===== src/rtl/cdc_fifo_write_arbiter.sv =====
// Round-robin, burst-limited arbiter that shares the write port of a cdc_fifo
// among several requesters in the FIFO write-clock domain.
module cdc_fifo_write_arbiter #(
  parameter int DATA_WIDTH = 4,
  parameter int NUM_REQ    = 4,
  parameter int MAX_BURST  = 4
) (
  input  logic                          clk,
  input  logic                          rst_n,
  input  logic [NUM_REQ-1:0]            req_valid,
  input  logic [NUM_REQ*DATA_WIDTH-1:0] req_data,
  output logic [NUM_REQ-1:0]            req_ready,
  input  logic                          fifo_full,
  output logic [DATA_WIDTH-1:0]         fifo_write_data,
  output logic                          fifo_write_increment,
  output logic [$clog2(NUM_REQ)-1:0]    grant_id,
  output logic                          busy
);
  localparam int IDW = $clog2(NUM_REQ);
  localparam logic [3:0] BURST_LAST = 4'(MAX_BURST);

  typedef enum logic {IDLE, GRANT} state_e;

  state_e         state_q, state_d;
  logic [IDW-1:0] owner_q, owner_d;
  logic [IDW-1:0] rr_ptr_q, rr_ptr_d;
  logic [3:0]     beat_cnt_q, beat_cnt_d;
  logic [IDW-1:0] pick, idx;
  logic           found, owner_valid, xfer;

  // Descending scan so the lowest offset from rr_ptr wins; index wraps since NUM_REQ is 2^n.
  always_comb begin
    pick  = rr_ptr_q;
    found = 1'b0;
    idx   = '0;
    for (int k = NUM_REQ - 1; k >= 0; k--) begin
      idx = rr_ptr_q + IDW'(k);
      if (req_valid[idx]) begin
        pick  = idx;
        found = 1'b1;
      end
    end
  end

  assign owner_valid = req_valid[owner_q];
  assign xfer        = (state_q == GRANT) && owner_valid && !fifo_full;

  always_comb begin
    req_ready            = '0;
    fifo_write_data      = '0;
    fifo_write_increment = 1'b0;
    if (state_q == GRANT) begin
      req_ready[owner_q]   = !fifo_full;
      fifo_write_data      = req_data[int'(owner_q)*DATA_WIDTH +: DATA_WIDTH];
      fifo_write_increment = xfer;
    end
  end

  always_comb begin
    state_d    = state_q;
    owner_d    = owner_q;
    rr_ptr_d   = rr_ptr_q;
    beat_cnt_d = beat_cnt_q;
    case (state_q)
      IDLE: begin
        if (found) begin
          owner_d    = pick;
          beat_cnt_d = '0;
          state_d    = GRANT;
        end
      end
      GRANT: begin
        // A withdrawn owner releases the grant; a full FIFO simply stalls with beat_cnt held.
        if (!owner_valid) begin
          state_d  = IDLE;
          rr_ptr_d = owner_q + IDW'(1);
        end else if (xfer) begin
          beat_cnt_d = beat_cnt_q + 4'd1;
          if (beat_cnt_d == BURST_LAST) begin
            state_d  = IDLE;
            rr_ptr_d = owner_q + IDW'(1);
          end
        end
      end
      default: state_d = IDLE;
    endcase
  end

  always_ff @(posedge clk or negedge rst_n) begin
    if (!rst_n) begin
      state_q    <= IDLE;
      owner_q    <= '0;
      rr_ptr_q   <= '0;
      beat_cnt_q <= '0;
    end else begin
      state_q    <= state_d;
      owner_q    <= owner_d;
      rr_ptr_q   <= rr_ptr_d;
      beat_cnt_q <= beat_cnt_d;
    end
  end

  assign grant_id = owner_q;
  assign busy     = (state_q == GRANT);

endmodule


===== config.mk =====
export PLATFORM = sky130hd
export DESIGN_NAME = cdc_fifo_write_arbiter
export DESIGN_NICKNAME = d
export VERILOG_FILES = /design/src/rtl/cdc_fifo_write_arbiter.sv
export SDC_FILE = /design/constraint.sdc
export NUM_CORES = 1
export LEC_CHECK = 0
export ABC_AREA = 1
export CORE_ASPECT_RATIO = 1.25
export CORE_MARGIN = 1.5
export CORE_UTILIZATION = 44
export DETAILED_ROUTE_END_ITERATION = 7
export PLACE_DENSITY = 0.79
export SYNTH_ARGS = -nofsm -noshare
export SYNTH_HDL_FRONTEND = slang
export SYNTH_SLANG_ARGS = --single-unit
export TNS_END_PERCENT = 50

===== constraint.sdc =====
create_clock -name clk -period 1.9 [get_ports clk]
set_input_delay 0.285 -clock clk [delete_from_list [all_inputs] [get_ports clk]]
set_output_delay 0.285 -clock clk [all_outputs]
set_load 0.02 [all_outputs]

After elaboration in Yosys (flattened, before gate mapping)
Cells that the tools add are included.

Register bits: 9. Input bits: 23. Output and inout bits: 12. Logic and storage cells: 66.

$add $sub $neg: 5. Magnitude comparators: 6. Equality and inequality tests: 6. Shift operators: 1. Multiplexer cells: 35. Bitwise operators: 2. Reduce and logical (&&, ||, !) cells: 7.

Operator list (count): 4-bit two-way mux (5); 16-bit by 5-bit indexed part select with 4-bit output (1); 2-bit by 3-bit less-than comparator with 1-bit output, second input constant (5); 1-bit two-way mux (15); 2-bit two-way mux (7); 1-bit binary-select mux with 2-bit select (5); 2-bit by 1-bit inequality test with 1-bit output, second input constant (4); 4-bit one-hot mux with 2 select lines (1); 3-bit AND reduction (2); 2-bit by 1-bit adder with 2-bit output, second input constant (2); 2-bit adder, second input constant (2); 4-bit by 1-bit adder with 4-bit output, second input constant (1); 4-bit bitwise AND (1); 4-bit by 3-bit == test with 1-bit output, second input constant (1); 1-bit logical AND (3); 1-bit demux with 2-bit select (1); 2-bit by 1-bit >= comparator with 1-bit output, second input constant (1); 2-bit inequality test, second input constant (1); 1-bit one-hot mux with 2 select lines (1); 2-bit AND reduction (1); 1-bit logical NOT (1); 1-bit inverter (1).

Longest topological paths before layout
Gate-level depths: netlist (run 1).

Depth after elaboration: 9. Depth in mapped cells: 11. Depth with buffers taken out: 11.

Least setup slack after synthesis (run 1)
OpenSTA, ideal clock, no wires.

Path kind: register to output. Start point: reg owner_q[0] (netlist: grant_id[0]). End point: out fifo_write_data[0]. Arrival: 1.339 ns. Required time: 1.615 ns. Path slack: 0.276 ns. Stages on the path, launching flop included: 6. Buffers on the path: 1. Cells stage by stage: dfrtp_1 buf_2 nor2_1 nor2_1 o21ai_0 a21oi_1.

Longest elaborated chain between the ends: 2.

Ends and longest elaborated chain: from (decl) (RTL line 25) `logic [IDW-1:0] owner_q, owner_d;`; from (signal assigned) (RTL line 97) `owner_q <= owner_d;`; 16-bit by 5-bit indexed part select with 4-bit output (RTL line 54) `fifo_write_data = req_data[int'(owner_q)*DATA_WIDTH +: DATA_WIDTH];`; 4-bit two-way mux (RTL line 52) `if (state_q == GRANT) begin`; to (decl) (RTL line 14) `output logic [DATA_WIDTH-1:0] fifo_write_data,`.

No other way between the ends.

Final worst setup path (run 1)
Start point: in fifo_full. End point: out req_ready[2].

Longest elaborated chain between the ends: 3.

Ends and longest elaborated chain: from (decl) (RTL line 13) `input logic fifo_full,`; 1-bit logical NOT (RTL line 53) `req_ready[owner_q] = !fifo_full;`; 4-bit bitwise AND (no line); 4-bit two-way mux (RTL line 52); to (decl) (RTL line 12) `output logic [NUM_REQ-1:0] req_ready,`.

No other way between the ends.

==> impl_metrics.py, run 1 <==
metrics = {
    "drt": {
        "drc": 2,
        "avgRoutedWirePerCell_um": 11.1,
        "via_count": 1110,
        "via_per_inst": 5.07,
        "wl_um": 2440,
        "ant_nets": 0,
        "drtIter0Drc": 17,
        "firstDrtPassIters": 6,
    },
    "cells_and_area": {
        "synthToLayoutAreaGrowth_pct": 44.6,
        "seqCellArea_um2": 226,
        "fin_nets": 229,
        "drive_gt1_frac": 0.186,
        "multi_input_area_um2": 633,
        "diodes": 0,
        "fillers": 178,
        "final_area_um2": 1380,
        "final_common_cell": "nand2_1",
        "layout_common_cells": "nand2_1 (48), clkdlybuf4s50_1 (25), nor2_1 (21)",
    },
    "grt": {
        "grt_pass1_vias": 1032,
        "grt_pass1_wl_um": 4130,
        "track_usage": 0.231,
        "grt_max_degree": 14,
        "gr-total-overflow": 0,
        "antenna_found_initial": 0,
    },
    "sta": {
        "max_freq_mhz": 559,
        "fin_crit_ps": 1790,
        "drv_slew": 0,
        "rsz0062_at_grt": "no",
        "maxSlewHeadroom": 0.732,
        "hold_viol_final": 0,
        "holdWs_ps": 300,
        "worst_slack_ps": 110,
        "worstMarginPinSlew_ps": 401,
        "period_share": 0.942,
        "fin_skew_ps": 7.25,
        "setup_violations": 0,
    },
    "clock_tree": {
        "post_cts_buffers": 0,
        "htreeDepth": 1,
        "clockRootBuffer": "clkbuf_4",
        "holdBufCountCts": 0,
        "clock_latency_ps": 270,
        "clockBufferDepth": 2,
        "path_clk_slew_ps": 70,
        "cts_buffers": 3,
        "cts_sinks": 9,
        "cts_tree": "built",
    },
    "floorplan": {
        "coreArea_um2": 2000,
        "initial_core_util": 0.478,
        "die_area_um2": 2470,
        "ioPinCount": 35,
        "die_w_um": 44.7,
        "dieHeight_um": 55.1,
        "rows": 18,
    },
    "placed_design": {
        "io_buffers": 34,
        "hpwl_um": 2080,
        "dpl_cell_area_um2": 1390,
        "pre_cts_slack_ps": -255,
        "gp_congestion": 0.827,
    },
    "synthesis": {
        "ys_ff_latch": 9,
        "synthDominantCellAreaShare": 0.235,
        "post-synth-top-area-cell": "dfrtp_1",
        "yosysUniqueCellTypes": 20,
        "synth_cells": 152,
        "synthTopCellsByArea": "dfrtp_1 (24%), nand2_1 (19%), nor2_1 (8.2%)",
        "syn_nets": 181,
        "synth.avg_cell_area_um2": 6.30,
        "syn_area_um2": 957,
        "ys_seq_area_frac": 0.235,
        "yosys_warnings": 0,
    },
    "setup_path": {
        "setup.worst_path.end_class": "output port",
        "setup.worst_path.class": "input port to output port",
        "critPathRequiredTime_ps": 1620,
        "cp-start-kind": "input port",
        "cp.arrival_ps": 1510,
        "crit_path_max_fanout": 6,
    },
    "power_and_ir_drop": {
        "power.internal_uw": 999,
        "ir_drop_mv": 0.907,
        "clkPwrFrac": 0.074,
        "power_frac_comb": 0.742,
        "p_per_area_nw_per_um2": 1530,
        "p_sw_mw": 1.12,
        "p_leak_nw": 0.752,
        "total_power_mw": 2.12,
        "seq_power_share": 0.184,
        "netSwitchingFraction": 0.529,
    },
    "worst_hold_path": {
        "hold_class": "input port to asynchronous set/reset pin",
    },
    "run": {
        "maxCapViolations": 0,
    },
    "status": {
        "violations": "DRC",
        "status": "finished with violations",
    },
}
==> sequential cells by signal (all words and copies together), names as in the netlist <==
name        cells
beat_cnt_q      4
busy            1
grant_id        2
rr_ptr_q        2
==> cells in the mapped netlist (all sizes together) <==
| library cell | n |
|---|---|
| or2 | 1 |
| a21oi | 7 |
| nand4 | 1 |
| xor2 | 2 |
| nand3 | 13 |
| dfrtp | 9 |
| ha | 6 |
| o21bai | 1 |
| inv | 18 |
| clkinv | 1 |
| nand2 | 53 |
| buf | 3 |
| nor2 | 24 |
| o21ai | 13 |
==> what timing repair did <==
item,CTS,global route
gates resized for setup,11,10
pin swaps,0,0
endpoints found under the setup margin,9,5
==> routing by layer <==
metal	vias up	part of all wire	global-route usage
met5	-	0	0
met4	0	0.016	0.0909
met3	5	0.030	0.0195
met2	29	0.55	0.440
met1	506	0.40	0.263
li1	570	-	-
==> path summary, 6_finish.rpt <==
check                                          startpoint                        end  slack, ps  cells after the start
worst max-delay path                            fifo_full               req_ready[2]        110                      5
worst min-delay path                                rst_n  beat_cnt_q[2]$_DFFE_PN0P_        300                      1
worst max register to register    rr_ptr_q[0]$_DFFE_PN0P_    grant_id[0]$_DFFE_PN0P_        300                     10
worst min register to register  beat_cnt_q[3]$_DFFE_PN0P_  beat_cnt_q[3]$_DFFE_PN0P_        530                      2
max in group asynchronous                           rst_n    grant_id[0]$_DFFE_PN0P_       1290                      1
min in group clk                beat_cnt_q[3]$_DFFE_PN0P_  beat_cnt_q[3]$_DFFE_PN0P_        530                      2
==> worst max-delay path: stages <==
cell	delay, ps
clkdlybuf4s50_1	390
or2_0	210
buf_4	170
nor2_1	100
dlygate4sd2_1	340
==> kinds of logic (layout without fill, tap and decap cells) <==
family / Yosys count / count (layout) / synth area share
AOI/OAI and AO/OA: 21 / 21 / 0.136
buffers and inverters: 22 / 69 / 0.103
DFF: 9 / 9 / 0.235
adders and majority gates: 6 / 6 / 0.0784
xor gates and xnor gates: 2 / 2 / 0.0183
and+or+nand+nor: 92 / 92 / 0.429
==> power by group through the flow <==
stage | Clock (mW) | Combinational [mW] | Sequential, mW
global route | 0.170 | 1.76 | 0.409
floorplan | 0 | 1.06 | 0.414
CTS | 0.159 | 1.61 | 0.391
detailed placement | 0 | 1.66 | 0.389
finish | 0.157 | 1.57 | 0.391
global placement | 0 | 1.62 | 0.385
==> final cells by class <==
| class | instances | share of cell area |
|---|---|---|
| Multi-Input combinational cell | 121 | 0.458 |
| Timing Repair Buffer | 46 | 0.289 |
| Sequential cell | 9 | 0.164 |
| Inverter | 19 | 0.0524 |
| Clock buffer | 4 | 0.0190 |
| Tap cell | 20 | 0.0181 |
==> metrics by stage <==
step	std cells	TNS, ps	utilization
after global placement	215	-1180	0.691
after detailed placement	215	-1330	0.691
final	219	0	0.690
after CTS	219	-2.79	0.700
after floorplan	152	0	-
after global routing	219	0	0.690
(Power assumes the default switching activity.)
==> run 2, diff against run 1 <==
Settings changed: CORE_UTILIZATION 44 to 48, DONT_BUFFER_PORTS set to 1, PLACE_DENSITY 0.79 to not set.
==> run 2 against run 1 <==
The run now ends clean. Wire length shrank 14%. Sequential share of layout area grew 5.2 points. Flip-flop and latch count is the same. Global-route usage shrank 4.1 points.
==> impl_metrics.py, run 2 (same netlist as run 1, synthesis figures left out) <==
metrics = {
    "clock_tree": {
        "cts_sinks": 9,
        "clockRootBuffer": "clkbuf_4",
        "path_clk_slew_ps": 70,
        "cts_buffers": 3,
        "post_cts_buffers": 0,
        "htreeDepth": 1,
        "cts_tree": "built",
        "clock_latency_ps": 270,
        "clockBufferDepth": 2,
    },
    "floorplan": {
        "coreArea_um2": 1830,
        "ioPinCount": 35,
        "rows": 17,
        "die_w_um": 42.9,
        "die_area_um2": 2270,
        "dieHeight_um": 52.9,
        "initial_core_util": 0.523,
    },
    "cells_and_area": {
        "final_common_cell": "nand2_1",
        "top_register": "beat_cnt_q",
        "fin_nets": 189,
        "synthToLayoutAreaGrowth_pct": 8.89,
        "diodes": 0,
        "final_area_um2": 1040,
        "largest_reg_flops": 4,
        "layout_common_cells": "nand2_1 (48), nor2_1 (21), inv_1 (13), o21ai_0 (13), nand3_1 (13)",
        "fillers": 196,
        "drive_gt1_frac": 0.170,
    },
    "drt": {
        "via_per_inst": 5.21,
        "avgRoutedWirePerCell_um": 11.8,
        "via_count": 928,
        "ant_nets": 0,
        "drtIter0Drc": 13,
        "firstDrtPassIters": 4,
        "drc": 0,
        "wl_um": 2090,
    },
    "power_and_ir_drop": {
        "power_frac_comb": 0.713,
        "power.internal_uw": 798,
        "seq_power_share": 0.204,
        "netSwitchingFraction": 0.577,
        "ir_drop_mv": 0.823,
        "p_per_area_nw_per_um2": 1810,
        "p_sw_mw": 1.09,
        "p_leak_nw": 0.573,
        "clkPwrFrac": 0.083,
    },
    "sta": {
        "setup_tns_ps": 0,
        "hold_viol_final": 0,
        "fin_skew_ps": 3.06,
        "fin_crit_ps": 1790,
        "setup_violations": 0,
        "period_share": 0.941,
        "worstMarginPinSlew_ps": 435,
        "max_freq_mhz": 559,
        "drv_slew": 0,
        "holdWs_ps": 390,
        "worst_slack_ps": 112,
        "maxSlewHeadroom": 0.709,
    },
    "placed_design": {
        "io_buffers": 0,
        "dpl_cell_area_um2": 991,
        "hpwl_um": 1710,
        "pre_cts_slack_ps": 303,
        "gp_congestion": 0.754,
    },
    "run": {
        "maxCapViolations": 0,
    },
    "setup_path": {
        "critPathRequiredTime_ps": 1620,
        "cp_common_cell": "nor2_1",
        "crit_slowest_cell": "dfrtp_1",
        "setup.worst_path.end_class": "output port",
        "slowest_delay_ps": 430,
        "cp-start-kind": "register",
        "crit_path_max_fanout": 12,
        "cp.arrival_ps": 1500,
        "setup.worst_path.class": "register to output port",
        "worstPathCellList": "buf_4 > nor2_1 > nor2_1 > o21ai_0 > a21oi_2",
    },
    "status": {
        "status": "finished, final reports clean",
    },
    "grt": {
        "track_usage": 0.190,
        "antenna_found_initial": 0,
        "grt_pass1_wl_um": 3260,
        "grt_max_degree": 14,
        "gr-total-overflow": 0,
        "grt_pass1_vias": 796,
    },
    "worst_hold_path": {
        "hold_class": "input port to asynchronous set/reset pin",
    },
}
run 2: cell types whose count changed in the layout (fill, tap and decap cells not counted), sizes merged:
cell / before / now
clkbuf: 9 / 4
clkdlybuf4s50: 25 / 0
buf: 12 / 5
dlygate4sd3: 0 / 1
dlygate4sd2: 4 / 0
run 2: final timing paths:
| check | start | end | slack (ps) | depth (start not counted) |
|---|---|---|---|---|
| max in group asynchronous | rst_n | rr_ptr_q[0]$_DFFE_PN0P_ | 1210 | 1 |
| hold reg to reg | beat_cnt_q[3]$_DFFE_PN0P_ | beat_cnt_q[3]$_DFFE_PN0P_ | 510 | 2 |
| min in group clk | req_valid[1] | grant_id[1]$_DFFE_PN0P_ | 390 | 5 |
| setup / recovery | grant_id[0]$_DFFE_PN0P_ | fifo_write_data[2] | 110 | 5 |
| setup reg to reg | rr_ptr_q[0]$_DFFE_PN0P_ | beat_cnt_q[2]$_DFFE_PN0P_ | 300 | 10 |
| hold / removal | rst_n | beat_cnt_q[0]$_DFFE_PN0P_ | 390 | 1 |
run 2: what timing repair did:
action,in CTS,in global routing
hold buffers,1,0
endpoints found under the setup margin,0,8
endpoints found under the hold margin,9,0
resized for setup,0,5
run 2: cell type report:
type	count	area (um2)	share of cell area
multi-input combinational	121	648	0.622
inverter	19	71.3	0.0684
timing repair buffer	6	47.5	0.0456
tap	19	23.8	0.0228
sequential	9	225	0.216
clock buffer	4	26.3	0.0252
run 2: per-stage QoR:
step	cells	total power, mW	utilization
global placement	173	1.68	0.542
global route	178	2.09	0.570
floorplan	152	1.48	-
CTS	178	1.87	0.562
detailed placement	173	1.71	0.542
finish	178	1.89	0.570
run 2: per-layer routing:
metal / vias up / track usage / wire length (um)
li1: 497 / - / -
met4: 0 / 0.0455 / 20
met3: 3 / 0.0239 / 91
met5: - / 0 / 0
met1: 403 / 0.213 / 859
met2: 25 / 0.376 / 1120
run 2: critical path, delay by kind of cell, from the launching register on:
family	cells	cell delay, ps
AND/OR/NAND/NOR	2	150
buffers and inverters	1	250
flip-flops	1	430
AO/OA/AOI/OAI	2	410
run 2: power by group through the flow:
stage / Clock (mW) / Combinational (mW) / Sequential (mW)
final: 0.156 / 1.34 / 0.385
after global routing: 0.171 / 1.51 / 0.401
after CTS: 0.158 / 1.33 / 0.384
after detailed placement: 0 / 1.32 / 0.387
after global placement: 0 / 1.29 / 0.386
after floorplan: 0 / 1.06 / 0.414
==> run 3, diff against run 2 <==
Settings changed: HOLD_SLACK_MARGIN set to 0.1.
==> results of run 3 <==
Same layout as run 2: the final DEF is identical, and so are final timing and power.
